<file path="src/rtl/shifter_pkg.sv">
// Shared mode/direction encodings and latency helper for the shifter_pipe datapath.
package shifter_pkg;

    typedef enum logic [1:0] {
        ModeLogical = 2'b00,
        ModeArith   = 2'b01,
        ModeRotate  = 2'b10,
        ModeRsvd    = 2'b11
    } sh_mode_e;

    localparam logic DIR_LEFT  = 1'b0;
    localparam logic DIR_RIGHT = 1'b1;

    // Pipeline depth: one register per REG_EVERY stages, rounded up.
    function automatic int unsigned lat_calc(input int unsigned width,
                                             input int unsigned reg_every);
        int unsigned amt_w;
        amt_w = $clog2(width);
        return (amt_w + reg_every - 1) / reg_every;
    endfunction

endpackage

</file>
<file path="src/rtl/shifter_stage.sv">
// One combinational barrel-shifter stage: shifts by 2**K when enabled and folds in overflow.
// Rotate wrap exists only when SHIFTER_PIPE_ROTATE_EN is defined; otherwise ROTATE acts as LOGICAL.
module shifter_stage
    import shifter_pkg::*;
#(
    parameter int unsigned WIDTH = 32,
    parameter int unsigned K     = 0
) (
    input  logic [WIDTH-1:0] i_data,
    input  logic             i_ovf,
    input  logic             i_dir,
    input  logic [1:0]       i_mode,
    input  logic             i_en,
    input  logic             i_sign,
    output logic [WIDTH-1:0] o_data,
    output logic             o_ovf
);
    localparam int unsigned S = 1 << K;

    logic         w_rot;
    logic         w_arith;
    logic [S-1:0] w_fill;
    logic [S-1:0] w_lost;

`ifdef SHIFTER_PIPE_ROTATE_EN
    assign w_rot = (i_mode == ModeRotate);
`else
    assign w_rot = 1'b0;
`endif
    assign w_arith = (i_mode == ModeArith);
    assign w_lost  = i_data[WIDTH-1 -: S];

    always_comb begin
        o_data = i_data;
        o_ovf  = i_ovf;
        w_fill = '0;
        if (i_en) begin
            if (i_dir == DIR_RIGHT) begin
                if (w_rot) begin
                    w_fill = i_data[S-1:0];
                end else if (w_arith) begin
                    w_fill = {S{i_sign}};
                end
                o_data = {w_fill, i_data[WIDTH-1:S]};
            end else begin
                if (w_rot) begin
                    w_fill = w_lost;
                end
                o_data = {i_data[WIDTH-1-S:0], w_fill};
                // Arith overflow: any dropped bit or the new MSB disagrees with the original sign.
                if (w_arith) begin
                    o_ovf = i_ovf | (|(w_lost ^ {S{i_sign}})) | (i_data[WIDTH-1-S] != i_sign);
                end else if (!w_rot) begin
                    o_ovf = i_ovf | (|w_lost);
                end
            end
        end
    end

endmodule

</file>
<file path="src/rtl/shifter_pipe.sv">
// Pipelined barrel shifter with valid/ready on both sides and a global-advance stall.
// Optional rotate wrap is enabled by defining SHIFTER_PIPE_ROTATE_EN.
module shifter_pipe
    import shifter_pkg::*;
#(
    parameter int unsigned WIDTH     = 32,
    parameter int unsigned AMT_W     = $clog2(WIDTH),
    parameter int unsigned REG_EVERY = 1,
    parameter int unsigned TAG_W     = 4
) (
    input  logic             i_clk,
    input  logic             i_rst_n,
    input  logic             i_in_valid,
    output logic             o_in_ready,
    input  logic             i_sh_dir,
    input  logic [1:0]       i_sh_mode,
    input  logic [AMT_W-1:0] i_sh_amt,
    input  logic [WIDTH-1:0] i_d_in,
    input  logic [TAG_W-1:0] i_tag_in,
    output logic             o_out_valid,
    input  logic             i_out_ready,
    output logic [WIDTH-1:0] o_d_out,
    output logic             o_ovf,
    output logic [TAG_W-1:0] o_tag_out
);
    localparam int unsigned LAT = lat_calc(WIDTH, REG_EVERY);

    // Node k is the state entering stage k; node AMT_W is the fully shifted result.
    logic [WIDTH-1:0] w_nd_data [AMT_W+1];
    logic             w_nd_ovf  [AMT_W+1];
    logic             w_nd_dir  [AMT_W+1];
    logic [1:0]       w_nd_mode [AMT_W+1];
    logic [AMT_W-1:0] w_nd_amt  [AMT_W+1];
    logic             w_nd_sign [AMT_W+1];
    logic [TAG_W-1:0] w_nd_tag  [AMT_W+1];
    logic             w_nd_vld  [AMT_W+1];

    logic [WIDTH-1:0] w_ld_data [LAT];
    logic             w_ld_ovf  [LAT];
    logic             w_ld_dir  [LAT];
    logic [1:0]       w_ld_mode [LAT];
    logic [AMT_W-1:0] w_ld_amt  [LAT];
    logic             w_ld_sign [LAT];
    logic [TAG_W-1:0] w_ld_tag  [LAT];
    logic             w_ld_vld  [LAT];

    logic [WIDTH-1:0] r_data [LAT];
    logic             r_ovf  [LAT];
    logic             r_dir  [LAT];
    logic [1:0]       r_mode [LAT];
    logic [AMT_W-1:0] r_amt  [LAT];
    logic             r_sign [LAT];
    logic [TAG_W-1:0] r_tag  [LAT];
    logic             r_vld  [LAT];

    logic w_adv;
    logic w_unused;

    assign w_adv      = !r_vld[LAT-1] || i_out_ready;
    assign o_in_ready = w_adv;

    assign w_nd_data[0] = i_d_in;
    assign w_nd_ovf[0]  = 1'b0;
    assign w_nd_dir[0]  = i_sh_dir;
    assign w_nd_mode[0] = i_sh_mode;
    assign w_nd_amt[0]  = i_sh_amt;
    assign w_nd_sign[0] = i_d_in[WIDTH-1];
    assign w_nd_tag[0]  = i_tag_in;
    assign w_nd_vld[0]  = i_in_valid;

    for (genvar k = 0; k < AMT_W; k++) begin : g_stage
        logic [WIDTH-1:0] w_src_data;
        logic             w_src_ovf;
        logic             w_src_dir;
        logic [1:0]       w_src_mode;
        logic [AMT_W-1:0] w_src_amt;
        logic             w_src_sign;
        logic [TAG_W-1:0] w_src_tag;
        logic             w_src_vld;

        if (k > 0 && (k % REG_EVERY) == 0) begin : g_from_reg
            localparam int unsigned R = k / REG_EVERY - 1;
            assign w_src_data = r_data[R];
            assign w_src_ovf  = r_ovf[R];
            assign w_src_dir  = r_dir[R];
            assign w_src_mode = r_mode[R];
            assign w_src_amt  = r_amt[R];
            assign w_src_sign = r_sign[R];
            assign w_src_tag  = r_tag[R];
            assign w_src_vld  = r_vld[R];
        end else begin : g_from_node
            assign w_src_data = w_nd_data[k];
            assign w_src_ovf  = w_nd_ovf[k];
            assign w_src_dir  = w_nd_dir[k];
            assign w_src_mode = w_nd_mode[k];
            assign w_src_amt  = w_nd_amt[k];
            assign w_src_sign = w_nd_sign[k];
            assign w_src_tag  = w_nd_tag[k];
            assign w_src_vld  = w_nd_vld[k];
        end

        shifter_stage #(
            .WIDTH (WIDTH),
            .K     (k)
        ) u_stage (
            .i_data (w_src_data),
            .i_ovf  (w_src_ovf),
            .i_dir  (w_src_dir),
            .i_mode (w_src_mode),
            .i_en   (w_src_amt[k]),
            .i_sign (w_src_sign),
            .o_data (w_nd_data[k+1]),
            .o_ovf  (w_nd_ovf[k+1])
        );

        assign w_nd_dir[k+1]  = w_src_dir;
        assign w_nd_mode[k+1] = w_src_mode;
        assign w_nd_amt[k+1]  = w_src_amt;
        assign w_nd_sign[k+1] = w_src_sign;
        assign w_nd_tag[k+1]  = w_src_tag;
        assign w_nd_vld[k+1]  = w_src_vld;
    end

    for (genvar j = 0; j < LAT; j++) begin : g_ld
        localparam int unsigned SRC =
            ((j + 1) * REG_EVERY > AMT_W) ? AMT_W : (j + 1) * REG_EVERY;
        assign w_ld_data[j] = w_nd_data[SRC];
        assign w_ld_ovf[j]  = w_nd_ovf[SRC];
        assign w_ld_dir[j]  = w_nd_dir[SRC];
        assign w_ld_mode[j] = w_nd_mode[SRC];
        assign w_ld_amt[j]  = w_nd_amt[SRC];
        assign w_ld_sign[j] = w_nd_sign[SRC];
        assign w_ld_tag[j]  = w_nd_tag[SRC];
        assign w_ld_vld[j]  = w_nd_vld[SRC];
    end

    // Every register, bubbles included, loads or holds together on the global advance.
    always_ff @(posedge i_clk) begin
        if (!i_rst_n) begin
            for (int unsigned j = 0; j < LAT; j++) begin
                r_data[j] <= '0;
                r_ovf[j]  <= 1'b0;
                r_dir[j]  <= 1'b0;
                r_mode[j] <= 2'b00;
                r_amt[j]  <= '0;
                r_sign[j] <= 1'b0;
                r_tag[j]  <= '0;
                r_vld[j]  <= 1'b0;
            end
        end else if (w_adv) begin
            for (int unsigned j = 0; j < LAT; j++) begin
                r_data[j] <= w_ld_data[j];
                r_ovf[j]  <= w_ld_ovf[j];
                r_dir[j]  <= w_ld_dir[j];
                r_mode[j] <= w_ld_mode[j];
                r_amt[j]  <= w_ld_amt[j];
                r_sign[j] <= w_ld_sign[j];
                r_tag[j]  <= w_ld_tag[j];
                r_vld[j]  <= w_ld_vld[j];
            end
        end
    end

    assign o_out_valid = r_vld[LAT-1];
    assign o_d_out     = r_data[LAT-1];
    assign o_ovf       = r_ovf[LAT-1];
    assign o_tag_out   = r_tag[LAT-1];

    assign w_unused = ^{r_dir[LAT-1], r_mode[LAT-1], r_amt[LAT-1], r_sign[LAT-1]};

endmodule
</file>
<file path="config.mk">
export PLATFORM = sky130hd
export DESIGN_NAME = shifter_pipe
export DESIGN_NICKNAME = d
export VERILOG_FILES = /design/src/rtl/shifter_pkg.sv /design/src/rtl/shifter_stage.sv /design/src/rtl/shifter_pipe.sv
export SDC_FILE = /design/constraint.sdc
export NUM_CORES = 1
export LEC_CHECK = 0
export ABC_AREA = 1
export CAP_MARGIN = 20
export CORE_MARGIN = 2
export CORE_UTILIZATION = 37
export DETAILED_ROUTE_END_ITERATION = 8
export PLACE_DENSITY = 0.66
export SYNTH_ARGS = -nofsm -noshare
export SYNTH_HDL_FRONTEND = slang
export SYNTH_SLANG_ARGS = --single-unit
</file>
<file path="constraint.sdc">
create_clock -name i_clk -period 11.9 [get_ports i_clk]
set_input_delay 2.38 -clock i_clk [delete_from_list [all_inputs] [get_ports i_clk]]
set_output_delay 2.38 -clock i_clk [all_outputs]
set_load 0.02 [all_outputs]
</file>
== Word level (Yosys, flattened, before mapping) ==
Memory sizes are Yosys's and may differ from the RTL's.
Cells that the tools add are included.
Word-level totals
  memories: 8
  word-level logic and storage cells: 158
  register bits after elaboration: 0
  output and inout bits: 39
  bits of input ports: 48
  RAM bits: 235
Cells by class
  eq/ne operators: 10
  reduce and logical (&&, ||, !) cells: 10
  bitwise logic cells: 56
  multiplexer cells: 74
Memories
  r_data: depth 5, width 32, rd ports 5, clocked after memory_dff 0, wr ports 5, line shifter_pipe.sv:47  | logic [WIDTH-1:0] r_data [LAT];
  r_amt: depth 5, width 5, rd ports 4, clocked after memory_dff 0, wr ports 5, line shifter_pipe.sv:51  | logic [AMT_W-1:0] r_amt [LAT];
  r_tag: depth 5, width 4, rd ports 5, clocked after memory_dff 0, wr ports 5, line shifter_pipe.sv:53  | logic [TAG_W-1:0] r_tag [LAT];
  r_mode: depth 5, width 2, rd ports 4, clocked after memory_dff 0, wr ports 5, line shifter_pipe.sv:50  | logic [1:0] r_mode [LAT];
  r_dir: depth 5, width 1, rd ports 4, clocked after memory_dff 0, wr ports 5, line shifter_pipe.sv:49  | logic r_dir [LAT];
  r_ovf: depth 5, width 1, rd ports 5, clocked after memory_dff 0, wr ports 5, line shifter_pipe.sv:48  | logic r_ovf [LAT];
  2 more memories
Operator list (number)
  32-bit two-way mux: 15
  1-bit OR: 52
  1-bit two-way mux: 40
  16-bit OR reduction: 2
  5-bit two-way mux: 5
  4-bit two-way mux: 6
  16-bit two-way mux: 1
  8-bit OR reduction: 2
  16-bit XOR: 1
  2-bit two-way mux: 6
  2-bit by 1-bit == test with 1-bit output (second input constant): 5
  8-bit two-way mux: 1
  4-bit OR reduction: 2
  8-bit XOR: 1
  1-bit inequality test: 5
  2-bit OR reduction: 2
  4-bit XOR: 1
  2-bit XOR: 1
  1-bit logical NOT: 1
  1-bit logical OR: 1

== Depth between registers and ports, before layout ==
An unclocked memory read counts as a cell.
  depth in word-level cells: 9
  mapped depth: 8
  gate-level depth less buffers: 8

== By module ==
A second synthesis with hierarchy kept.
Second synthesis, totals
  cells, all modules: 1329
  area, all modules: 11775.0 µm²
By module, submodules not included
  shifter_pipe: sequential area each 6486.2 µm², times used 1, area an instance 8323.0 µm², cells each 676
  shifter_stage at g_stage[3].u_stage: sequential area each 0.0 µm², times used 1, area an instance 742.0 µm², cells each 116
  shifter_stage at g_stage[0].u_stage: sequential area each 0.0 µm², times used 1, area an instance 714.4 µm², cells each 149
  shifter_stage at g_stage[4].u_stage: sequential area each 0.0 µm², times used 1, area an instance 704.4 µm², cells each 123
  shifter_stage at g_stage[1].u_stage: sequential area each 0.0 µm², times used 1, area an instance 660.6 µm², cells each 141
  shifter_stage at g_stage[2].u_stage: sequential area each 0.0 µm², times used 1, area an instance 630.6 µm², cells each 124

== Least setup slack after synthesis ==
No wires, ideal clock.
  path kind: input to register
  start point: input port i_rst_n
  end point: memory r_amt[0][13] in the netlist's numbering, enable pin
  stages on the path: 1
  required time: 9.664 ns
  setup time: 2.236 ns
  buffers on the path: 0
  arrival time: 7.194 ns
  path slack: 2.470 ns
  path through: nand3_1
RTL lines
  from (decl): line shifter_pipe.sv:12  | input logic i_rst_n,
  to (decl): line shifter_pipe.sv:51

== Final worst setup path ==
  start point: input port i_out_ready
  end point: output port o_in_ready
On the way
  cells in the longest elaborated chain, start to end: 1
RTL lines
  from (decl): line shifter_pipe.sv:21  | input logic i_out_ready,
  1-bit logical OR: line shifter_pipe.sv:59  | assign w_adv = !r_vld[LAT-1] || i_out_ready;
  to (decl): line shifter_pipe.sv:14  | output logic o_in_ready,
Every way passes these cells.

==> summary.md <==
| Metric | Value |
|---|---|
| Root buffer cell | `clkbuf_16` |
| Die area | `0.0309 mm²` |
| Initial antenna violation count | `0` |
| Cell count after synthesis | `approximately 1200` |
| Most common cell after layout, fill and taps aside | `nand2_1` |
| Routed WL per cell | `12.6 µm` |
| Max FO, Critical Path | `2` |
| Clock power share | `about two fifths` |
| Routed Antenna Nets | `0` |
| Worst hold start | `r_tag[0][3]` |
| Hold endpoint | `r_tag[0][7]` |
| Ys async rst share | `0%` |
| Final Slew Violations | `0` |
| Non-filler instance count after layout | `1620` |
| Most used cell, CP | `clkdlybuf4s50_1` |
| IO buf count | `86` |
| Outcome | `complete, no violations` |
| Largest net degree at the start of global routing | `99` |
| H-tree levels | `1` |
| CTS tree | `done` |
| All-Layer GR Usage | `13.2%` |
| Tcrit/Tclk final | `between 50% and 60%` |
| Peak supply drop | `91.1 µV` |
| Share of the synthesized area in the top cell type | `about 60%` |
| Post-Route WL | `20.4 mm` |
| CP Class | `input port to output pin` |
| WP buf/inv | `3` |
| Vias per cell | `4.76` |
| Max_slew headroom | `34.3%` |
| CTS max path bufs | `3` |
| Layout cell share with drive strength beyond 1 | `5.91%` |
| # DRC | `0` |
| CP cell instances | `clkdlybuf4s50_1 > inv_2 > nand2_1 > clkdlybuf4s50_1` |
| RSZ-0062 raised after global routing | `false` |
| Net Sw Power | `400 µW` |
| Post-CTS setup buffers | `0` |
| Clk slew on worst S/H paths | `0.05 ns` |
| Yosys cell types | `30` |
| Via count | `7710` |
| Seq/Total Area, Yosys | `about three fifths` |
| Synth area leaders | `edfxtp_1 (59%), nand2_1 (8.5%), inv_1 (8.3%)` |
| IO Pins | `87` |
| Synthesis Warnings | `0` |
| First-pass GRT wire length | `~34 mm` |
| Reg-to-Reg Start | `r_vld[0][4]` |
| Core footprint | `0.0289 mm²` |
| Syn Area/Cell | `9.38 µm²` |
| Seq cells post-synth | `216` |
| Critical Path Slowest Stage Cell | `clkdlybuf4s50_1` |
| Final setup viols | `0` |
| Slowest stage delay, CP | `0.63 ns` |
| Clock Latency Late Sink | `0.51 ns` |
| Pleak | `around 5.4 nW` |
| Top FF cell, synth | `edfxtp_1` |
| Antenna diodes | `0` |
| Final Hold Vio Count | `0` |
| Most frequent cells in the layout | `nand2_1 (247), inv_1 (242), edfxtp_1 (216), nor2_1 (90), clkdlybuf4s50_1 (86)` |
| Combinational power share | `8.8%` |
| Resized Gates After CTS | `0` |
| Hold path depth | `2` |
| Overflow after GRT | `0` |
| Crit. End Element | `output pin` |
| Area growth, synth to finish | `17.0%` |
| Routability congestion estimate | `0.879` |
| Slew @ Worst Pin | `0.985 ns` |
| Clock skew | `roughly 0.011 ns` |
| Worst reg2reg endpoint | `r_data[0][2]` |
| Sequential power share | `50.6%` |
| Startpoint types | `input port` |
| Dpl cells | `1576` |
| Initial DRC count | `643` |
| Synth area leader | `edfxtp_1` |
| Setup TNS | `0 ns` |
| Die height | `176 µm` |
| Rows | `between 60 and 70` |
| Int Pwr | `1.39 mW` |
| Fin nets | `1266` |
| Mapped Area | `0.0109 mm²` |
| Depth of the worst register-to-register path | `6` |
| Post-synth EDFFs | `216` |
| Num CTS Buffers | `24` |
| Arrival @ worst endpoint | `3.65 ns` |
| Fmax | `0.166 GHz` |
| Fill cell count | `2787` |
| Switching share of total power | `22.3%` |
| Hold Crit Class | `flop to flop` |
| Die X | `176 µm` |
| DRT Pass-1 Iters | `5` |
| Worst R2R Setup Slack | `9.19 ns` |
| CP delay by family, top | `buffers and inverters` |
| Number of global-route vias before repair | `7090` |
| Tmin final | `6.03 ns` |
| Worst path required time | `9.52 ns` |
| Post-CTS Hold Buffers | `0` |
| CTS Sinks | `216` |
| Initial cell density of the core | `37.9%` |
| DP Wirelength | `14.0 mm` |
| Syn nets | `~1200` |
| Cell Pwr Density | `140 mW/mm²` |
| Maxcap violations | `0` |
metrics by stage:
stage	utilization [%]	hold WS (ns)	total power, mW	cell area [µm²]	setup WS [ns]
after global placement	41.6	0.521	1.07	12000	5.89
after floorplan	-	0.510	1.03	10900	2.47
after global routing	44.3	0.559	1.86	12800	5.82
after CTS	44.3	0.548	1.81	12800	5.86
after detailed placement	41.6	0.533	1.08	12000	5.86
final	44.3	0.542	1.79	12800	5.87
final cells by class:
cell class                      instances  area, µm²  area share, %
Clock buffer                           32        652           5.10
Clock inverter                         12        135           1.06
Inverter                              260        978           7.65
Multi-Input combinational cell        623       3140           24.6
Sequential cell                       216       6490           50.7
Tap cell                              384        480           3.76
Timing Repair Buffer                   93        913           7.14
kinds of logic (layout without fill, tap and decap cells):
| group | after synthesis | in the layout | synth area share (%) |
|---|---|---|---|
| AO/OA/AOI/OAI | 210 | 210 | 13.0 |
| XOR/XNOR | 1 | 1 | 0.0802 |
| buffers and inverters | 326 | 397 | 12.1 |
| flip-flops | 216 | 216 | 59.3 |
| AND/OR/NAND/NOR | 412 | 412 | 15.5 |
layer usage:
layer	vias up	share of wire [%]	GRT usage, %
li1	4002	-	-
met1	3410	45	16.9
met2	257	47	22.7
met3	41	5.0	2.12
met4	0	3.0	4.55
met5	-	0	0
worst max path at each step:
stage	startpoint	to	cells past startpoint	slack, ns
2_1_floorplan	i_rst_n	r_amt[0][13]	1	2.47
4_1_cts	i_out_ready	o_in_ready	4	5.86
5_1_grt	i_out_ready	o_in_ready	4	5.82
6_report	i_out_ready	o_in_ready	4	5.87
3_3_place_gp	i_out_ready	o_in_ready	4	5.89
3_5_place_dp	i_out_ready	o_in_ready	4	5.86
synthesized netlist by cell type (14+ instances only):
master    count
o211ai_1     14
buf_2        44
o221ai_1     47
o21ai_1      39
a21oi_1      37
inv_1       242
edfxtp_1    216
a31oi_1      23
inv_2        16
nor3_1       17
nand3_1      39
o22ai_1      40
nor2_1       90
nand2_1     248
registers in the layout, summed over array words and instances, names as in the netlist:
name,count
r_vld,5
r_tag,20
r_sign,4
r_data,160
r_amt,10
r_mode,8
r_dir,4
r_ovf,5
worst reg2reg max path: cells and delay by family, from the launching register on:
family / cells / cell delay (ns)
compound gates: 1 / 0.25
buf+inv: 2 / 0.83
simple gates: 3 / 1.02
flops: 1 / 0.46
power groups by stage:
stage | Sequential (mW) | Combinational [mW] | Clock (mW)
floorplan | 0.914 | 0.111 | 0
global placement | 0.919 | 0.154 | 0
detailed placement | 0.919 | 0.156 | 0
CTS | 0.904 | 0.156 | 0.746
global route | 0.909 | 0.177 | 0.772
finish | 0.904 | 0.157 | 0.727
Note: power is estimated with default switching activity, not from simulation.
